**src/rtl/ysyx_22050550_fetch_ctrl_pkg.sv**
```systemverilog
// Shared definitions for the instruction fetch controller.
// Holds the 2-bit FSM state encoding, the reset PC and the address/instruction widths.
// Optional build macro: YSYX_22050550_FETCH_MISALIGN_EN (misaligned-PC detection in the top).
package ysyx_22050550_fetch_ctrl_pkg;

  localparam int          XLEN_DEF     = 64;
  localparam int          INST_W       = 32;
  localparam logic [63:0] RESET_PC_DEF = 64'h0000_0000_8000_0000;

  typedef enum logic [1:0] {
    S_IDLE = 2'd0,
    S_REQ  = 2'd1,
    S_WAIT = 2'd2,
    S_HOLD = 2'd3
  } fetch_state_e;

endpackage

```
**src/rtl/ysyx_22050550_redir_arb.sv**
```systemverilog
// Fixed-priority redirect select: trap > mret > branch/jump redirect.
// Purely combinational: zero latency.
// No backpressure: any valid redirect is accepted in the same cycle.
module ysyx_22050550_redir_arb
  import ysyx_22050550_fetch_ctrl_pkg::*;
#(
  parameter int XLEN = XLEN_DEF
) (
  input  logic            trap_valid,
  input  logic [XLEN-1:0] trap_pc,
  input  logic            mret_valid,
  input  logic [XLEN-1:0] mret_pc,
  input  logic            redir_valid,
  input  logic [XLEN-1:0] redir_pc,
  output logic            accept,
  output logic [XLEN-1:0] target
);

  // Highest-priority source overrides the lower ones; target is don't-care when accept=0.
  always_comb begin
    accept = trap_valid | mret_valid | redir_valid;
    target = redir_pc;
    if (mret_valid) target = mret_pc;
    if (trap_valid) target = trap_pc;
  end

endmodule

```
**src/rtl/ysyx_22050550_fetch_ctrl.sv**
```systemverilog
// Instruction fetch controller: one outstanding imem request, single-entry IF/ID buffer.
// Latency: request->response->handoff, one instruction per 3 cycles at best (REQ, WAIT, HOLD).
// Backpressure: if_ready=0 holds the buffer stable and stalls new requests; redirects flush.
// Optional build macro: YSYX_22050550_FETCH_MISALIGN_EN adds output fetch_misalign and
// suppresses requests for PCs with non-zero low two bits.
module ysyx_22050550_fetch_ctrl
  import ysyx_22050550_fetch_ctrl_pkg::*;
#(
  parameter int             XLEN     = XLEN_DEF,
  parameter logic [XLEN-1:0] RESET_PC = RESET_PC_DEF[XLEN-1:0]
) (
  input  logic              clock,
  input  logic              reset,
  input  logic              redir_valid,
  input  logic [XLEN-1:0]   redir_pc,
  input  logic              trap_valid,
  input  logic [XLEN-1:0]   trap_pc,
  input  logic              mret_valid,
  input  logic [XLEN-1:0]   mret_pc,
  output logic              imem_req_valid,
  input  logic              imem_req_ready,
  output logic [XLEN-1:0]   imem_req_addr,
  input  logic              imem_rsp_valid,
  input  logic [INST_W-1:0] imem_rsp_data,
  output logic              if_valid,
  input  logic              if_ready,
  output logic [XLEN-1:0]   if_pc,
  output logic [INST_W-1:0] if_inst,
  output logic              flush
`ifdef YSYX_22050550_FETCH_MISALIGN_EN
 ,output logic              fetch_misalign
`endif
);

  fetch_state_e      r_state;
  fetch_state_e      w_state_nxt;
  logic [XLEN-1:0]   r_pc;
  logic [XLEN-1:0]   w_pc_nxt;
  logic              r_stale;
  logic              w_stale_nxt;
  logic [XLEN-1:0]   r_if_pc;
  logic [INST_W-1:0] r_if_inst;
  logic              w_capture;
  logic              w_arb_accept;
  logic [XLEN-1:0]   w_arb_target;
  logic              w_accept;
  logic              w_pc_ok;
  logic              w_req_fire;

  ysyx_22050550_redir_arb #(
    .XLEN (XLEN)
  ) u_redir_arb (
    .trap_valid  (trap_valid),
    .trap_pc     (trap_pc),
    .mret_valid  (mret_valid),
    .mret_pc     (mret_pc),
    .redir_valid (redir_valid),
    .redir_pc    (redir_pc),
    .accept      (w_arb_accept),
    .target      (w_arb_target)
  );

  // Redirects are ignored while reset is held.
  assign w_accept = w_arb_accept & ~reset;

`ifdef YSYX_22050550_FETCH_MISALIGN_EN
  assign w_pc_ok = (r_pc[1:0] == 2'b00);
`else
  assign w_pc_ok = 1'b1;
`endif

  assign w_req_fire = imem_req_valid & imem_req_ready;

  // Next state, next pc/stale flag and the combinational outputs.
  always_comb begin
    w_state_nxt    = r_state;
    w_pc_nxt       = r_pc;
    w_stale_nxt    = r_stale;
    w_capture      = 1'b0;
    imem_req_valid = (r_state == S_REQ) & w_pc_ok & ~reset;
    imem_req_addr  = r_pc;
    if_valid       = (r_state == S_HOLD) & ~reset;
    if_pc          = r_if_pc;
    if_inst        = r_if_inst;
    flush          = w_accept;
`ifdef YSYX_22050550_FETCH_MISALIGN_EN
    fetch_misalign = (r_state == S_REQ) & ~w_pc_ok & ~reset;
`endif
    case (r_state)
      S_IDLE: w_state_nxt = S_REQ;
      S_REQ: begin
        // A redirect racing the handshake makes the in-flight response stale.
        if (w_req_fire) begin
          w_state_nxt = S_WAIT;
          w_stale_nxt = w_accept;
        end
      end
      S_WAIT: begin
        if (imem_rsp_valid) begin
          w_state_nxt = S_REQ;
          w_stale_nxt = 1'b0;
          if (!r_stale && !w_accept) begin
            w_capture   = 1'b1;
            w_pc_nxt    = r_pc + XLEN'(4);
            w_state_nxt = S_HOLD;
          end
        end else if (w_accept) begin
          w_stale_nxt = 1'b1;
        end
      end
      S_HOLD: begin
        // A redirect drops the buffer even if ID takes it this cycle.
        if (w_accept || if_ready) w_state_nxt = S_REQ;
      end
      default: w_state_nxt = S_IDLE;
    endcase
    if (w_accept) w_pc_nxt = w_arb_target;
  end

  // FSM state, fetch pointer and stale flag.
  always_ff @(posedge clock) begin
    if (reset) begin
      r_state <= S_IDLE;
      r_pc    <= RESET_PC;
      r_stale <= 1'b0;
    end else begin
      r_state <= w_state_nxt;
      r_pc    <= w_pc_nxt;
      r_stale <= w_stale_nxt;
    end
  end

  // IF/ID output buffer, loaded only by a non-stale response.
  always_ff @(posedge clock) begin
    if (reset) begin
      r_if_pc   <= '0;
      r_if_inst <= '0;
    end else if (w_capture) begin
      r_if_pc   <= r_pc;
      r_if_inst <= imem_rsp_data;
    end
  end

endmodule

```
**config.mk**
```make
export PLATFORM = sky130hd
export DESIGN_NAME = ysyx_22050550_fetch_ctrl
export DESIGN_NICKNAME = d
export VERILOG_FILES = /design/src/rtl/ysyx_22050550_fetch_ctrl_pkg.sv /design/src/rtl/ysyx_22050550_redir_arb.sv /design/src/rtl/ysyx_22050550_fetch_ctrl.sv
export SDC_FILE = /design/constraint.sdc
export NUM_CORES = 1
export LEC_CHECK = 0
export ABC_AREA = 0
export CORE_MARGIN = 2
export CORE_UTILIZATION = 30
export DETAILED_ROUTE_END_ITERATION = 7
export GPL_TIMING_DRIVEN = 0
export SLEW_MARGIN = 15
export SYNTH_ARGS = -nofsm -noshare
export SYNTH_HDL_FRONTEND = slang
export SYNTH_HIERARCHICAL = 1
export SYNTH_SLANG_ARGS = --single-unit
```
**constraint.sdc**
```tcl
create_clock -name clock -period 8.3 [get_ports clock]
set_input_delay 2.075 -clock clock [delete_from_list [all_inputs] [get_ports clock]]
set_output_delay 2.075 -clock clock [all_outputs]
set_load 0.03 [all_outputs]
```
==> metrics.md, run 1 <==
| Metric | Value |
|---|---|
| Result of the run | `finished, final reports clean` |
| Die W | `173 µm` |
| CP required | `6.23 ns` |
| Post-Route WL | `36.5 mm` |
| Unrepaired setup endpoints after global routing | `no` |
| Number of primary I/O pins | `395` |
| DRC violation total after the first TritonRoute iteration | `just over 600` |
| Initial antenna violation count | `0` |
| Number of warnings printed during yosys synthesis | `6` |
| Met2 routed wirelength | `17.8 mm` |
| Maximum level of the CTS H-tree | `4` |
| Worst-path fanout max | `10` |
| Number of buffers on the longest clock path | `2` |
| Worst clock skew | `0.0139 ns` |
| GRT Total Usage | `23.9%` |
| Relative area change from synthesis to final layout | `58.3%` |
| Number of synthesized flops with an enable pin | `0` |
| Cell chosen for the clock root | `clkbuf_16` |
| Clock period minus final worst setup slack | `between 6 and 7 ns` |
| Largest net degree at the start of global routing | `17` |
| FF+latch count, synth | `163` |
| Worst-skew pair later-pin latency | `~0.44 ns` |
| Initial DRT Pass Iterations | `6` |
| Main flop type after synthesis | `dfxtp_1` |
| CTS sink count | `163` |
| Top layer used by detailed routing | `met4` |
| Min-delay worst type | `reg2reg` |
| Global-route wire length before repair | `55.9 mm` |
| Number of buffers inserted during clock tree synthesis | `17` |
| Max Cap Viol | `0` |
| R2R depth | `11` |
| Number of global-route vias before repair | `9655` |
| Final hold slack | `about 0.45 ns` |
| Cell Area, Synth | `0.00853 mm²` |
| Worst Path Class, Setup | `in2out` |
| Mapped Cells | `1138` |
| DRC | `0` |
| Slack of the worst reg-to-reg path | `slightly below 5 ns` |
| Detail-routed net length per standard cell | `18.8 µm` |
| Syn nets | `approximately 1400` |
| Total half-perimeter wirelength after legalization and detailed placement | `around 28 mm` |
| Per-cell via count in the routed design | `5.03` |
| Ys async rst share | `0%` |
| Share of cells above drive strength 1 | `3.46%` |
| Initial cell density of the core | `between 30% and 40%` |
| Clock slew seen by the registers of the worst setup and hold paths | `0.07 ns` |
| CTS tree | `built` |
| Max Freq | `157 MHz` |
| Worst r2r dst | `imem_req_addr[34]` |
| Max Transition Viols Final | `0` |
| Placed instance area | `0.0129 mm²` |
| Routability cong. | `0.803` |
| IR drop worst, VDD | `around 0.13 mV` |
| Layout Cell Area excl Fill | `0.0135 mm²` |
| Cell count of the worst hold path | `2` |
| Endpoint kind of the worst setup timing path | `primary output` |
| Normalized max-slew margin | `a little over two fifths` |
| Total congestion overflow after global routing | `0` |
| Number of library cell types mapped by synthesis | `46` |
| Inserted Diodes | `0` |
| Element type at the critical path start | `input port` |
| Final hold viol count | `0` |
| Power per standard cell area | `152 mW/mm²` |
| Worst-path cell with the longest stage delay | `clkdlybuf4s50_1` |
| Final ANT Viol Nets | `0` |
| Num rows | `61` |
| Worst Tran Pin Value | `0.856 ns` |
| Terminating pin of the worst hold path | `if_pc[4]` |
| IO Port Bufs | `392` |
| Crit-path cells | `clkdlybuf4s50_1 -> clkbuf_1 -> buf_1 -> nor2_1 -> clkdlybuf4s50_1` |
| Number of endpoints failing setup at the final stage | `0` |
| Most repeated library cell on the critical path | `clkdlybuf4s50_1` |
| Routed wire length on met3 | `about 2.6 mm` |
| Sequential share of the synthesized area | `38.2%` |
| Number of vias after detailed routing | `9767` |
| Post-CTS sizing | `0` |
| Critical path data arrival time | `4.28 ns` |
| Die area | `0.0298 mm²` |
| CORE AREA | `0.0279 mm²` |
| Startpoint of the worst-slack reg-to-reg timing path | `r_state[0]` |
| Total routed wire length on the met1 layer | `15.5 mm` |
| Hold Crit Start | `if_pc[4]` |
| Delay of the slowest cell on the worst path | `0.63 ns` |
| Post-CTS Hold Buffers | `0` |
| Average size of a mapped cell | `7.50 µm²` |
| Final period util | `around three quarters` |
| Setup TNS after final layout | `0 ns` |
| Nets@finish | `1785` |
| Post-CTS Setup Repair Bufs | `0` |
| Leakage power of the design | `~4.6 nW` |
| Die Height | `173 µm` |
cells in the mapped netlist, drive strengths merged (2+ instances only):
cell / count / share of area [%]
mux2i: 70 / 8.2
inv: 17 / 0.75
or2: 4 / 0.29
o21ai: 81 / 4.8
buf: 25 / 1.9
o31ai: 13 / 1.1
and3: 7 / 0.51
a21oi: 107 / 6.3
xnor2: 22 / 2.3
nand3: 18 / 1.1
or3: 21 / 1.5
a211oi: 21 / 1.8
dfxtp: 163 / 38
xor2: 5 / 0.51
nor2: 71 / 3.1
nand4: 26 / 2.0
nand4b: 2 / 0.21
or4: 21 / 1.8
and3b: 2 / 0.21
nand2: 293 / 13
nor2b: 4 / 0.29
a2111oi: 3 / 0.31
a311oi: 27 / 2.8
ha: 4 / 0.59
nor3: 16 / 0.94
nand2b: 2 / 0.15
nor4: 12 / 0.88
clkbuf: 63 / 2.8
and4: 7 / 0.72
power by group:
group          internal (mW)  leakage, nW  switching, mW
Combinational          0.207         3.00          0.201
Sequential             0.811         1.33         0.0516
Clock                  0.412        0.278          0.370
Total                   1.43         4.61          0.623
per-layer routing:
metal | GRT usage (%) | up-vias
met5 | 0 | -
met4 | 5.88 | 0
met3 | 6.46 | 33
met2 | 42.1 | 355
met1 | 28.9 | 4546
li1 | - | 4833
logic make-up (layout without fill, tap and decap cells):
| kind of cell | after synthesis | count (layout) | share of synthesized area (%) |
|---|---|---|---|
| simple gates | 510 | 510 | 27.0 |
| flops | 163 | 163 | 38.2 |
| xor+xnor | 27 | 27 | 2.77 |
| compound gates | 259 | 259 | 17.8 |
| mux | 70 | 70 | 8.21 |
| fa+ha+maj | 4 | 4 | 0.587 |
| buf+inv | 105 | 529 | 5.40 |
placed cells by master, fill, tap and decap left out, drive strengths merged, types with 21 or more instances in the layout:
cell           synthesis  final
or4                   21     21
dfxtp                163    163
a211oi                21     21
o21ai                 81     81
xnor2                 22     22
clkdlybuf4s50          0    392
inv                   17     25
a311oi                27     27
or3                   21     21
buf                   25     25
nand4                 26     26
mux2i                 70     70
nor2                  71     71
nand2                293    293
a21oi                107    107
clkbuf                63     83
how the worst max path moves through the flow:
stage                     from  endpoint  slack, ns  depth (start not counted)
floorplan           mret_valid     flush       3.33                          4
global placement         reset  if_valid       1.87                          5
detailed placement       reset  if_valid       1.86                          5
CTS                      reset  if_valid       1.84                          5
global route             reset  if_valid       1.77                          5
finish                   reset  if_valid       1.94                          5
through the flow:
| stage | std cells | power [mW] | utilization [%] | setup WS [ns] |
|---|---|---|---|---|
| 4_1_cts | 1940 | 2.07 | 48.5 | 1.84 |
| 3_3_place_gp | 1908 | 1.29 | 46.4 | 1.87 |
| 2_1_floorplan | 1138 | 1.05 | - | 3.33 |
| 6_report | 1940 | 2.05 | 48.5 | 1.94 |
| 5_1_grt | 1940 | 2.13 | 48.5 | 1.77 |
| 3_5_place_dp | 1908 | 1.29 | 46.5 | 1.86 |
registers in the layout, indices dropped and copies added (netlist names):
name           cells
if_pc             64
imem_req_addr     64
if_inst           32
r_state            2
r_stale            1
cell type report:
| type | instances | area (µm²) |
|---|---|---|
| Clock inverter | 12 | 111 |
| Fill cell | 2781 | 14300 |
| Multi-Input combinational cell | 870 | 4820 |
| Inverter | 17 | 63.8 |
| Tap cell | 378 | 473 |
| Sequential cell | 163 | 3260 |
| Buffer | 88 | 397 |
| Clock buffer | 20 | 457 |
| Timing Repair Buffer | 392 | 3920 |
worst max-delay path: cells and delay by family:
family,cells,cell delay [ns]
AND/OR/NAND/NOR,1,0.08
buffers and inverters,4,2.12
No activity file was read; power rests on OpenSTA's default activity.
==> run 2: changes to the inputs <==
==> constraint.sdc (replaced) <==
create_clock -name clock -period 6.65 [get_ports clock]
set_input_delay 1.6625 -clock clock [delete_from_list [all_inputs] [get_ports clock]]
set_output_delay 1.6625 -clock clock [all_outputs]
set_load 0.03 [all_outputs]
==> results of run 2 <==
Same layout as run 1 (identical final DEF). Status: finished, final reports clean.
Main changes from that run: setup slack after placement 1.86 ns -> 1.03 ns; setup slack after layout 1.94 ns -> 1.12 ns; register-to-register setup slack 4.82 ns -> 3.17 ns; total power 2.05 mW -> 2.56 mW; worst IR drop on VDD 0.127 mV -> 0.159 mV
